File: config.mk
export PLATFORM = sky130hd
export DESIGN_NAME = fibre_delay_seq_flat
export DESIGN_NICKNAME = d
export VERILOG_FILES = /design/src/rtl/fibre_delay_seq_if.sv /design/src/rtl/fibre_delay_seq.sv /design/src/flat_wrapper.sv
export SDC_FILE = /design/constraint.sdc
export NUM_CORES = 1
export LEC_CHECK = 0
export ABC_CLOCK_PERIOD_IN_PS = 2000
export CORE_MARGIN = 10
export CORE_UTILIZATION = 43
export CTS_CLUSTER_SIZE = 10
export DETAILED_ROUTE_END_ITERATION = 10
export GPL_ROUTABILITY_DRIVEN = 0
export PLACE_DENSITY = 0.8
export RECOVER_POWER = 50
export SYNTH_ARGS = -nofsm -noshare
export SYNTH_HDL_FRONTEND = slang
export SYNTH_SLANG_ARGS = --single-unit
File: constraint.sdc
create_clock -name clk -period 2 [get_ports clk]
set_input_delay 0.4 -clock clk [delete_from_list [all_inputs] [get_ports clk]]
set_output_delay 0.4 -clock clk [all_outputs]
set_load 0.005 [all_outputs]
File: src/rtl/fibre_delay_seq_if.sv
// fibre_delay_seq_if
//   Groups the frame-control and converter-handshake signals of the fibre
//   delay sequencer into one bundle.
//   master : the frame requester / converter side. It drives frame_req,
//            core_o_en and core_wait, and observes everything else.
//   slave  : the sequencer itself.
//   Signals:
//     frame_req  - frame start request, one-cycle pulse
//     core_o_en  - converter output-word valid
//     core_wait  - converter input stall (only counted)
//     core_start - converter start pulse
//     rd_base    - read bank base address
//     wr_base    - write bank base address
//     busy       - sequencer not idle
//     frame_done - end-of-frame pulse
//     req_drop   - a request was discarded
//     word_cnt   - output words counted in the current frame
//     stall_cnt  - saturating count of core_wait cycles in the current frame
interface fibre_delay_seq_if #(
  parameter int R_ADDR_WIDTH = 14,
  parameter int W_ADDR_WIDTH = 14
);
  logic                    frame_req;
  logic                    core_o_en;
  logic                    core_wait;
  logic                    core_start;
  logic [R_ADDR_WIDTH-1:0] rd_base;
  logic [W_ADDR_WIDTH-1:0] wr_base;
  logic                    busy;
  logic                    frame_done;
  logic                    req_drop;
  logic [15:0]             word_cnt;
  logic [15:0]             stall_cnt;

  modport master (
    output frame_req, core_o_en, core_wait,
    input  core_start, rd_base, wr_base, busy, frame_done, req_drop,
           word_cnt, stall_cnt
  );

  modport slave (
    input  frame_req, core_o_en, core_wait,
    output core_start, rd_base, wr_base, busy, frame_done, req_drop,
           word_cnt, stall_cnt
  );
endinterface

File: src/rtl/fibre_delay_seq.sv
// fibre_delay_seq
//   Frame sequencer for a double-buffered fibre delay converter. It starts the
//   converter, counts FRAME_LEN output words, waits for the RAM read pipeline
//   to drain (FLUSH), pulses frame_done and then swaps the read/write banks.
//   A single request that arrives while a frame is running is held pending;
//   any further request in that frame is dropped and flagged.
//   Ports:
//     clk  - single clock, everything on posedge
//     rst  - synchronous, active-high reset
//     bus  - fibre_delay_seq_if.slave (see the interface for signal meanings)
module fibre_delay_seq #(
  parameter int FRAME_LEN    = 1024,
  parameter int RAM_LATENCY  = 5,
  parameter int BANK_DEPTH   = 4096,
  parameter int R_ADDR_WIDTH = 14,
  parameter int W_ADDR_WIDTH = 14
) (
  input  logic               clk,
  input  logic               rst,
  fibre_delay_seq_if.slave   bus
);

  typedef enum logic [2:0] {
    IDLE  = 3'd0,
    START = 3'd1,
    RUN   = 3'd2,
    FLUSH = 3'd3,
    DONE  = 3'd4
  } state_t;

  localparam int          FLUSH_W   = $clog2(RAM_LATENCY + 2);
  localparam logic [15:0] LAST_WORD = 16'(FRAME_LEN - 1);

  state_t             state;
  logic               pending;
  logic               rd_bank;
  logic [FLUSH_W-1:0] flush_cnt;
  logic [15:0]        word_cnt;
  logic [15:0]        stall_cnt;
  logic               core_start;
  logic               busy;
  logic               frame_done;
  logic               req_drop;

  // NOTE: every register here is written with <= so all branches see the
  // pre-edge values; blocking = in a clocked block creates order-dependent
  // behaviour that simulation and synthesis can disagree on.
  always_ff @(posedge clk) begin
    if (rst) begin
      state      <= IDLE;
      pending    <= 1'b0;
      rd_bank    <= 1'b0;
      flush_cnt  <= '0;
      word_cnt   <= '0;
      stall_cnt  <= '0;
      core_start <= 1'b0;
      busy       <= 1'b0;
      frame_done <= 1'b0;
      req_drop   <= 1'b0;
    end else begin
      // Pulse outputs default low; the state branches raise them for one cycle.
      core_start <= 1'b0;
      frame_done <= 1'b0;
      req_drop   <= 1'b0;

      // A request seen while busy (DONE included) is queued once, then dropped.
      if (busy && bus.frame_req) begin
        if (pending) req_drop <= 1'b1;
        else         pending  <= 1'b1;
      end

      case (state)
        IDLE: begin
          if (bus.frame_req || pending) begin
            state      <= START;
            core_start <= 1'b1;
            busy       <= 1'b1;
            pending    <= 1'b0;
            word_cnt   <= '0;
            stall_cnt  <= '0;
          end
        end
        START: state <= RUN;
        RUN: begin
          if (bus.core_o_en) begin
            word_cnt <= word_cnt + 16'd1;
            if (word_cnt == LAST_WORD) begin
              state     <= FLUSH;
              flush_cnt <= FLUSH_W'(RAM_LATENCY);
            end
          end
        end
        FLUSH: begin
          // Loaded with RAM_LATENCY, so FLUSH spans RAM_LATENCY+1 cycles.
          if (flush_cnt == '0) begin
            state      <= DONE;
            frame_done <= 1'b1;
          end else begin
            flush_cnt <= flush_cnt - FLUSH_W'(1);
          end
        end
        DONE: begin
          state   <= IDLE;
          busy    <= 1'b0;
          rd_bank <= ~rd_bank;
        end
        default: begin
          state <= IDLE;
          busy  <= 1'b0;
        end
      endcase

      if ((state == RUN || state == FLUSH) && bus.core_wait &&
          stall_cnt != 16'hFFFF)
        stall_cnt <= stall_cnt + 16'd1;
    end
  end

  assign bus.core_start = core_start;
  assign bus.busy       = busy;
  assign bus.frame_done = frame_done;
  assign bus.req_drop   = req_drop;
  assign bus.word_cnt   = word_cnt;
  assign bus.stall_cnt  = stall_cnt;
  assign bus.rd_base    = rd_bank ? R_ADDR_WIDTH'(BANK_DEPTH) : '0;
  assign bus.wr_base    = rd_bank ? '0 : W_ADDR_WIDTH'(BANK_DEPTH);

endmodule

File: src/flat_wrapper.sv
// flat-port wrapper written by rule: the top's interface ports become plain ports
module fibre_delay_seq_flat 
#(
  parameter int FRAME_LEN    = 1024,
  parameter int RAM_LATENCY  = 5,
  parameter int BANK_DEPTH   = 4096,
  parameter int R_ADDR_WIDTH = 14,
  parameter int W_ADDR_WIDTH = 14
)
  (clk, rst, bus_frame_req, bus_core_o_en, bus_core_wait, bus_core_start, bus_rd_base, bus_wr_base, bus_busy, bus_frame_done, bus_req_drop, bus_word_cnt, bus_stall_cnt);
  fibre_delay_seq_if #(.R_ADDR_WIDTH(R_ADDR_WIDTH), .W_ADDR_WIDTH(W_ADDR_WIDTH)) bus_i ();
  input  logic clk;
  input  logic rst;
  input wire logic [$bits(bus_i.frame_req)-1:0] bus_frame_req;
  input wire logic [$bits(bus_i.core_o_en)-1:0] bus_core_o_en;
  input wire logic [$bits(bus_i.core_wait)-1:0] bus_core_wait;
  output wire logic [$bits(bus_i.core_start)-1:0] bus_core_start;
  output wire logic [$bits(bus_i.rd_base)-1:0] bus_rd_base;
  output wire logic [$bits(bus_i.wr_base)-1:0] bus_wr_base;
  output wire logic [$bits(bus_i.busy)-1:0] bus_busy;
  output wire logic [$bits(bus_i.frame_done)-1:0] bus_frame_done;
  output wire logic [$bits(bus_i.req_drop)-1:0] bus_req_drop;
  output wire logic [$bits(bus_i.word_cnt)-1:0] bus_word_cnt;
  output wire logic [$bits(bus_i.stall_cnt)-1:0] bus_stall_cnt;
  assign bus_i.frame_req = bus_frame_req;
  assign bus_i.core_o_en = bus_core_o_en;
  assign bus_i.core_wait = bus_core_wait;
  assign bus_core_start = bus_i.core_start;
  assign bus_rd_base = bus_i.rd_base;
  assign bus_wr_base = bus_i.wr_base;
  assign bus_busy = bus_i.busy;
  assign bus_frame_done = bus_i.frame_done;
  assign bus_req_drop = bus_i.req_drop;
  assign bus_word_cnt = bus_i.word_cnt;
  assign bus_stall_cnt = bus_i.stall_cnt;
  fibre_delay_seq #(.FRAME_LEN(FRAME_LEN), .RAM_LATENCY(RAM_LATENCY), .BANK_DEPTH(BANK_DEPTH), .R_ADDR_WIDTH(R_ADDR_WIDTH), .W_ADDR_WIDTH(W_ADDR_WIDTH)) u_core (.clk(clk), .rst(rst), .bus(bus_i));
endmodule
=== Word level (Yosys, flattened, before mapping) ===
Cells that the tools add are included.
W data, S select, Z words.

* Register bits after elaboration: 44
* Input bits: 5

* $add $sub $neg: 3
* Eq/ne operators: 11
* Multiplexer cells: 24
* Bitwise operators: 5
* Reductions and logical operators: 20

{| class="wikitable"
|+ Operator list
! cell !! count
|-
| $mux W16 || 4
|-
| $add A16 B1 Y16 const B || 2
|-
| $pmux W16 S2 || 1
|-
| $mux W13 || 2
|-
| $mux W3 || 7
|-
| $eq A16 B10 Y1 const B || 1
|-
| $ne A16 B16 Y1 const B || 1
|-
| $pmux W3 S4 || 1
|-
| $reduce_and A4 Y1 || 2
|-
| $reduce_bool A2 Y1 || 4
|-
| $mux W1 || 7
|-
| $eq A3 B2 Y1 const B || 2
|-
| $logic_not A3 Y1 || 2
|-
| $ne A2 B1 Y1 const B || 3
|-
| $pmux W3 S2 || 1
|-
| $reduce_or A2 Y1 || 3
|-
| $not A1 Y1 || 5
|-
| $ne A2 B2 Y1 const B || 2
|-
| $reduce_and A2 Y1 || 2
|-
| $eq A3 B1 Y1 const B || 1
|-
| $eq A3 B3 Y1 const B || 1
|-
| $logic_and A1 B1 Y1 || 3
|-
| $reduce_and A3 Y1 || 1
|-
| $reduce_or A3 Y1 || 1
|-
| other kinds (3) || 4
|}

=== Depth between registers and ports, before layout ===
* Depth after elaboration: 6
* Mapped depth: 7

=== Least setup slack after synthesis ===
OpenSTA, ideal clock, no wires.

* Kind: flip-flop to flip-flop
* From: register u_core.stall_cnt[0] (netlist: u_core.bus.stall_cnt[0])
* To: register u_core.stall_cnt[10] (netlist: u_core.bus.stall_cnt[10])
* Arrival time: 1893 ps
* Required time: 1939 ps
* Slack: 46 ps
* Stages on the path, launching flop included: 8
* Buffers on the path: 2
* Cell sequence: dfxtp_1 -> ha_1 -> clkbuf_1 -> and3_1 -> and4_1 -> buf_2 -> nor3_1 -> a221o_1

* Word-level cells in the longest chain between the ends: 4
* Elaborated cells between the ends (all ways): 7
* Those cells by class: add/sub: 1; eq/ne: 1; mux: 1; reduce/logical: 4

{| class="wikitable"
|+ Ends and longest elaborated chain
! item !! line !! RTL
|-
| from (decl) || fibre_delay_seq.sv:39 || <nowiki>logic [15:0] stall_cnt;</nowiki>
|-
| from (signal assigned) || fibre_delay_seq.sv:115 || <nowiki>stall_cnt <= stall_cnt + 16'd1;</nowiki>
|-
| branches (longest 4 deep; another with $add A16 B1 Y16) || n/a ||
|}

Parallel ways; which one is timed is not known.
A chain may end at the register's enable or synchronous reset.

=== Final worst setup path ===
* From: register u_core.word_cnt[15] (netlist: u_core.bus.word_cnt[15])
* To: register u_core.flush_cnt[1]

* Word-level cells in the longest chain between the ends: 3

{| class="wikitable"
|+ Ends and longest elaborated chain
! item !! line !! RTL
|-
| from (decl) || fibre_delay_seq.sv:38 || <nowiki>logic [15:0] word_cnt;</nowiki>
|-
| from (signal assigned) || fibre_delay_seq.sv:86 || <nowiki>word_cnt <= word_cnt + 16'd1;</nowiki>
|-
| $eq A16 B10 Y1 || fibre_delay_seq.sv:87 || <nowiki>if (word_cnt == LAST_WORD) begin</nowiki>
|-
| $ne A2 B1 Y1 (no line) || n/a ||
|-
| $reduce_and A4 Y1 (no line) || n/a ||
|-
| to (signal assigned) || fibre_delay_seq.sv:89 || <nowiki>flush_cnt <= FLUSH_W'(RAM_LATENCY);</nowiki>
|-
| to (signal assigned) || fibre_delay_seq.sv:99 || <nowiki>flush_cnt <= flush_cnt - FLUSH_W'(1);</nowiki>
|-
| to (decl) || fibre_delay_seq.sv:37 || <nowiki>logic [FLUSH_W-1:0] flush_cnt;</nowiki>
|}

No other way between the ends.

==> qor.log <==
qor: drt.detail_route.iter0.violations 78
qor: critical_path.slowest_stage or4b_2
qor: timing.final_cycle_share 0.9705
qor: placed_design.port_buffers 42
qor: yosys.largest_family_of_logic_cells_by_synthesized_area simple AND/OR/NAND/NOR gates
qor: timing.final-setup-viol-count 0
qor: hold_path.whs_endpoint u_core.bus.word_cnt[1]
qor: placed_design.dpl.hpwl 4947 um
qor: timing.maxSlewViolCount 0
qor: hold_path.hold_path.startpoint u_core.bus.word_cnt[1]
qor: outcome.result_of_the_run completed
qor: drt.drt-total-wl 6509 um
qor: critical_path.crit_required 2.20 ns
qor: yosys.synth.avg_cell_area 8.525 um2
qor: global_routing.grt_pass1_vias 2348
qor: yosys.synth_seq_cells 44
qor: floorplan.die_w 95.83 um
qor: yosys.share_of_synthesized_flip_flops_with_an_asynchronous_set_or_reset 0
qor: critical_path.crit_type register to register
qor: power_and_ir_drop.power.density 522.4 nW/um2
qor: floorplan.initial_core_util 0.4463
qor: yosys.ys_types 56
qor: critical_path.timing.critical_path.max_delay_family simple AND/OR/NAND/NOR gates
qor: yosys.yosysSeqAreaShare 0.3563
qor: power_and_ir_drop.irDropWorstVdd 0.0003574 V
qor: timing.period_needed 1.941 ns
qor: clock_network.clkTransAtPathRegs 0.09 ns
qor: hold_path.hold_path.class register to register
qor: timing.finalClockSkew 0.01286 ns
qor: yosys.synth.cell_area 2472 um2
qor: yosys.synth_enable_flop_cells 0
qor: yosys.yosys.area_share.xor_xnor 0.02126
qor: cells_and_area.diodes 0
qor: floorplan.placement_rows 27
qor: critical_path.worstPathBufferInverterCount 1
qor: drt.average_wire_per_standard_cell 14.93 um
qor: critical_path.critPathCaptureType register
qor: global_routing.grt_antenna_before_repair 0
qor: timing.max_clock_freq 0.5152 GHz
qor: drt.drt_first_pass_iters 4
qor: yosys.synth.yosys.warnings 0
qor: critical_path.worst_setup_slack_for_register_to_register_paths 0.06 ns
qor: placed_design.dpl_cell_area 3074 um2
qor: clock_network.clkSinkCount 44
qor: critical_path.maximum_fanout_along_the_worst_path 3
qor: yosys.synth_mux_area_frac 0.004049
qor: timing.timing.final.hold_violations 0
qor: clock_network.cts_tree done
qor: clock_network.max-clock-path-buffers 2
qor: clock_network.cts.htree.levels 2
qor: drt.drtAntennaViolNets 0
qor: floorplan.floorplan.die_area 9182 um2
qor: cells_and_area.post_route_cells_drive_above_1_share 0.1429
qor: floorplan.die_h 95.83 um
qor: yosys.synth_simple_gate_area_share 0.2829
qor: drt.drc_violation_count_after_routing 0
qor: cells_and_area.layout.cells.most_common dfxtp_1
qor: cells_and_area.design_area 3182 um2
qor: clock_network.ctsHoldBuffers 0
qor: power_and_ir_drop.p_sw 443.2 uW
qor: power_and_ir_drop.power.internal 1219 uW
qor: critical_path.cp_slowest_stage_delay 0.68 ns
qor: power_and_ir_drop.static-leakage-power 0.001260 uW
qor: power_and_ir_drop.seq_power_share 0.541
qor: cells_and_area.final_net_count 372
qor: yosys.synth_fa_ha_area_frac 0.02024
qor: global_routing.grt_start_max_net_pins 15
qor: clock_network.clock_insertion_delay_at_the_later_pin_of_the_skew_report 0.30 ns
qor: job.max_cap_viol_count 0
qor: yosys.syn_inst 290
qor: floorplan.number_of_top_level_pins 69
qor: clock_network.root_buffer clkbuf_8
qor: global_routing.grt_first_pass_wirelength 10760 um
qor: critical_path.type_of_origin_of_the_critical_path register
qor: power_and_ir_drop.design_power_total 1662 uW
qor: critical_path.crit-reg2reg-launch u_core.bus.word_cnt[15]
qor: critical_path.timing.critical_path.arrival 2.14 ns
qor: clock_network.numCtsBuffers 5
qor: cells_and_area.synthToLayoutAreaGrowth 28.69%
qor: yosys.synth-compound-area-share 0.1898
qor: power_and_ir_drop.power.share.switching 0.2666
qor: critical_path.ff2ff_path_depth 5
qor: drt.num_vias 2439
qor: critical_path.r2r-end u_core.flush_cnt[1]
qor: power_and_ir_drop.clockPowerShare 0.335
qor: yosys.yosys_most_used_dff dfxtp_1
qor: drt.route.detailed.vias_per_inst 5.594
qor: global_routing.final_global_route_overflow_total 0
qor: timing.rsz0062_at_grt true
qor: cells_and_area.most-common-layout-cells 44 x dfxtp_1, 34 x buf_4, 26 x conb_1
qor: timing.worst_slew_pin_slew 0.6128 ns
qor: critical_path.cell_by_cell_listing_of_the_critical_path or4b_2, nor4_1, buf_4, nand3_1, a41o_1
qor: floorplan.core 5540 um2
qor: global_routing.grt_usage 0.1416
qor: power_and_ir_drop.comb_power_share 0.124
qor: hold_path.hold_path_depth 2
qor: timing.slew_headroom 0.5872
-- sequential cells by signal (all words and copies together) (netlist names) --
signal / count
u_core.state: 3
u_core.bus.req_drop: 1
u_core.pending: 1
u_core.bus.busy: 1
u_core.bus.word_cnt: 16
u_core.rd_bank: 1
u_core.bus.stall_cnt: 16
u_core.flush_cnt: 3
u_core.bus.frame_done: 1
u_core.bus.core_start: 1
-- routing by layer --
metal | global-route usage | part of all wire
met5 | 0 | 0
met4 | 0.03440 | 0.012
met3 | 0.04514 | 0.078
met2 | 0.2545 | 0.51
met1 | 0.1582 | 0.40
-- synth_stat cells, drive strengths merged, types with 5 or more instances --
library cell | count | area share
o31ai | 9 | 0.027
nand2 | 19 | 0.029
clkbuf | 8 | 0.012
nand3 | 16 | 0.032
o211ai | 6 | 0.018
dfxtp | 44 | 0.36
and3 | 7 | 0.018
inv | 11 | 0.017
xnor2 | 5 | 0.018
nor3 | 7 | 0.014
and4 | 10 | 0.035
buf | 31 | 0.095
or4 | 10 | 0.030
a21oi | 17 | 0.034
nand4 | 13 | 0.033
nor2 | 14 | 0.021
-- power by group through the flow --
stage / clock network [uW] / logic, uW / registers [uW]
6_report: 557 / 206 / 899
3_5_place_dp: 0 / 206 / 920
4_1_cts: 570 / 211 / 899
3_3_place_gp: 0 / 202 / 919
5_1_grt: 601 / 230 / 900
2_1_floorplan: 0 / 149 / 922
-- cell type report --
class / instances / area (um2)
inverter: 11 / 41.29
fill: 526 / 2359
sequential: 44 / 880.8
clock buffer: 5 / 68.82
tap: 72 / 90.09
clock inverter: 3 / 18.77
multi-input combinational: 222 / 1393
timing repair buffer: 79 / 689.4
-- logic make-up after synthesis --
group,after synthesis
multiplexers,1
other,1
AND/OR/NAND/NOR,120
XOR/XNOR,6
flip-flops,44
adder cells (fa/ha/maj),4
AO/OA/AOI/OAI,64
buffers and inverters,50
-- how the worst max path moves through the flow --
stage / from / to / slack [ns] / depth (start not counted)
final: u_core.bus.word_cnt[15] / u_core.flush_cnt[1] / 0.06 / 5
after global routing: u_core.bus.word_cnt[15] / u_core.flush_cnt[2] / -0.009 / 5
after CTS: bus_core_o_en / u_core.bus.word_cnt[15] / 0.0008 / 5
after detailed placement: bus_frame_req / u_core.bus.word_cnt[15] / -0.39 / 5
after global placement: bus_frame_req / u_core.bus.word_cnt[15] / -0.34 / 5
after floorplan: u_core.bus.stall_cnt[0] / u_core.bus.stall_cnt[10] / 0.05 / 7
-- through the flow --
| step | hold WS, ns | cells | setup slack [ns] | util | TNS (ns) |
|---|---|---|---|---|---|
| final | 0.5124 | 436 | 0.05903 | 0.5743 | 0 |
| after detailed placement | 0.4950 | 425 | -0.3942 | 0.5549 | -3.264 |
| after global placement | 0.4763 | 425 | -0.3425 | 0.5549 | -2.352 |
| after CTS | 0.5155 | 436 | 0.0007685 | 0.5754 | 0 |
| after global routing | 0.5231 | 436 | -0.008843 | 0.5743 | -0.008843 |
| after floorplan | 0.4650 | 315 | 0.04606 | - | 0 |
-- what timing repair did --
action / 4_1_cts / 5_1_grt
setup endpoints to repair: 3 / 8
gates cloned: 1 / 0
setup buffers: 2 / 0
gates resized for setup: 0 / 2
pin swaps: 1 / 1
-- worst min-delay path, cell delays in order (launching register included) --
cell,delay [ns]
dfxtp_1,0.35
nand2_1,0.07
a21oi_1,0.05
(Power assumes the default switching activity.)
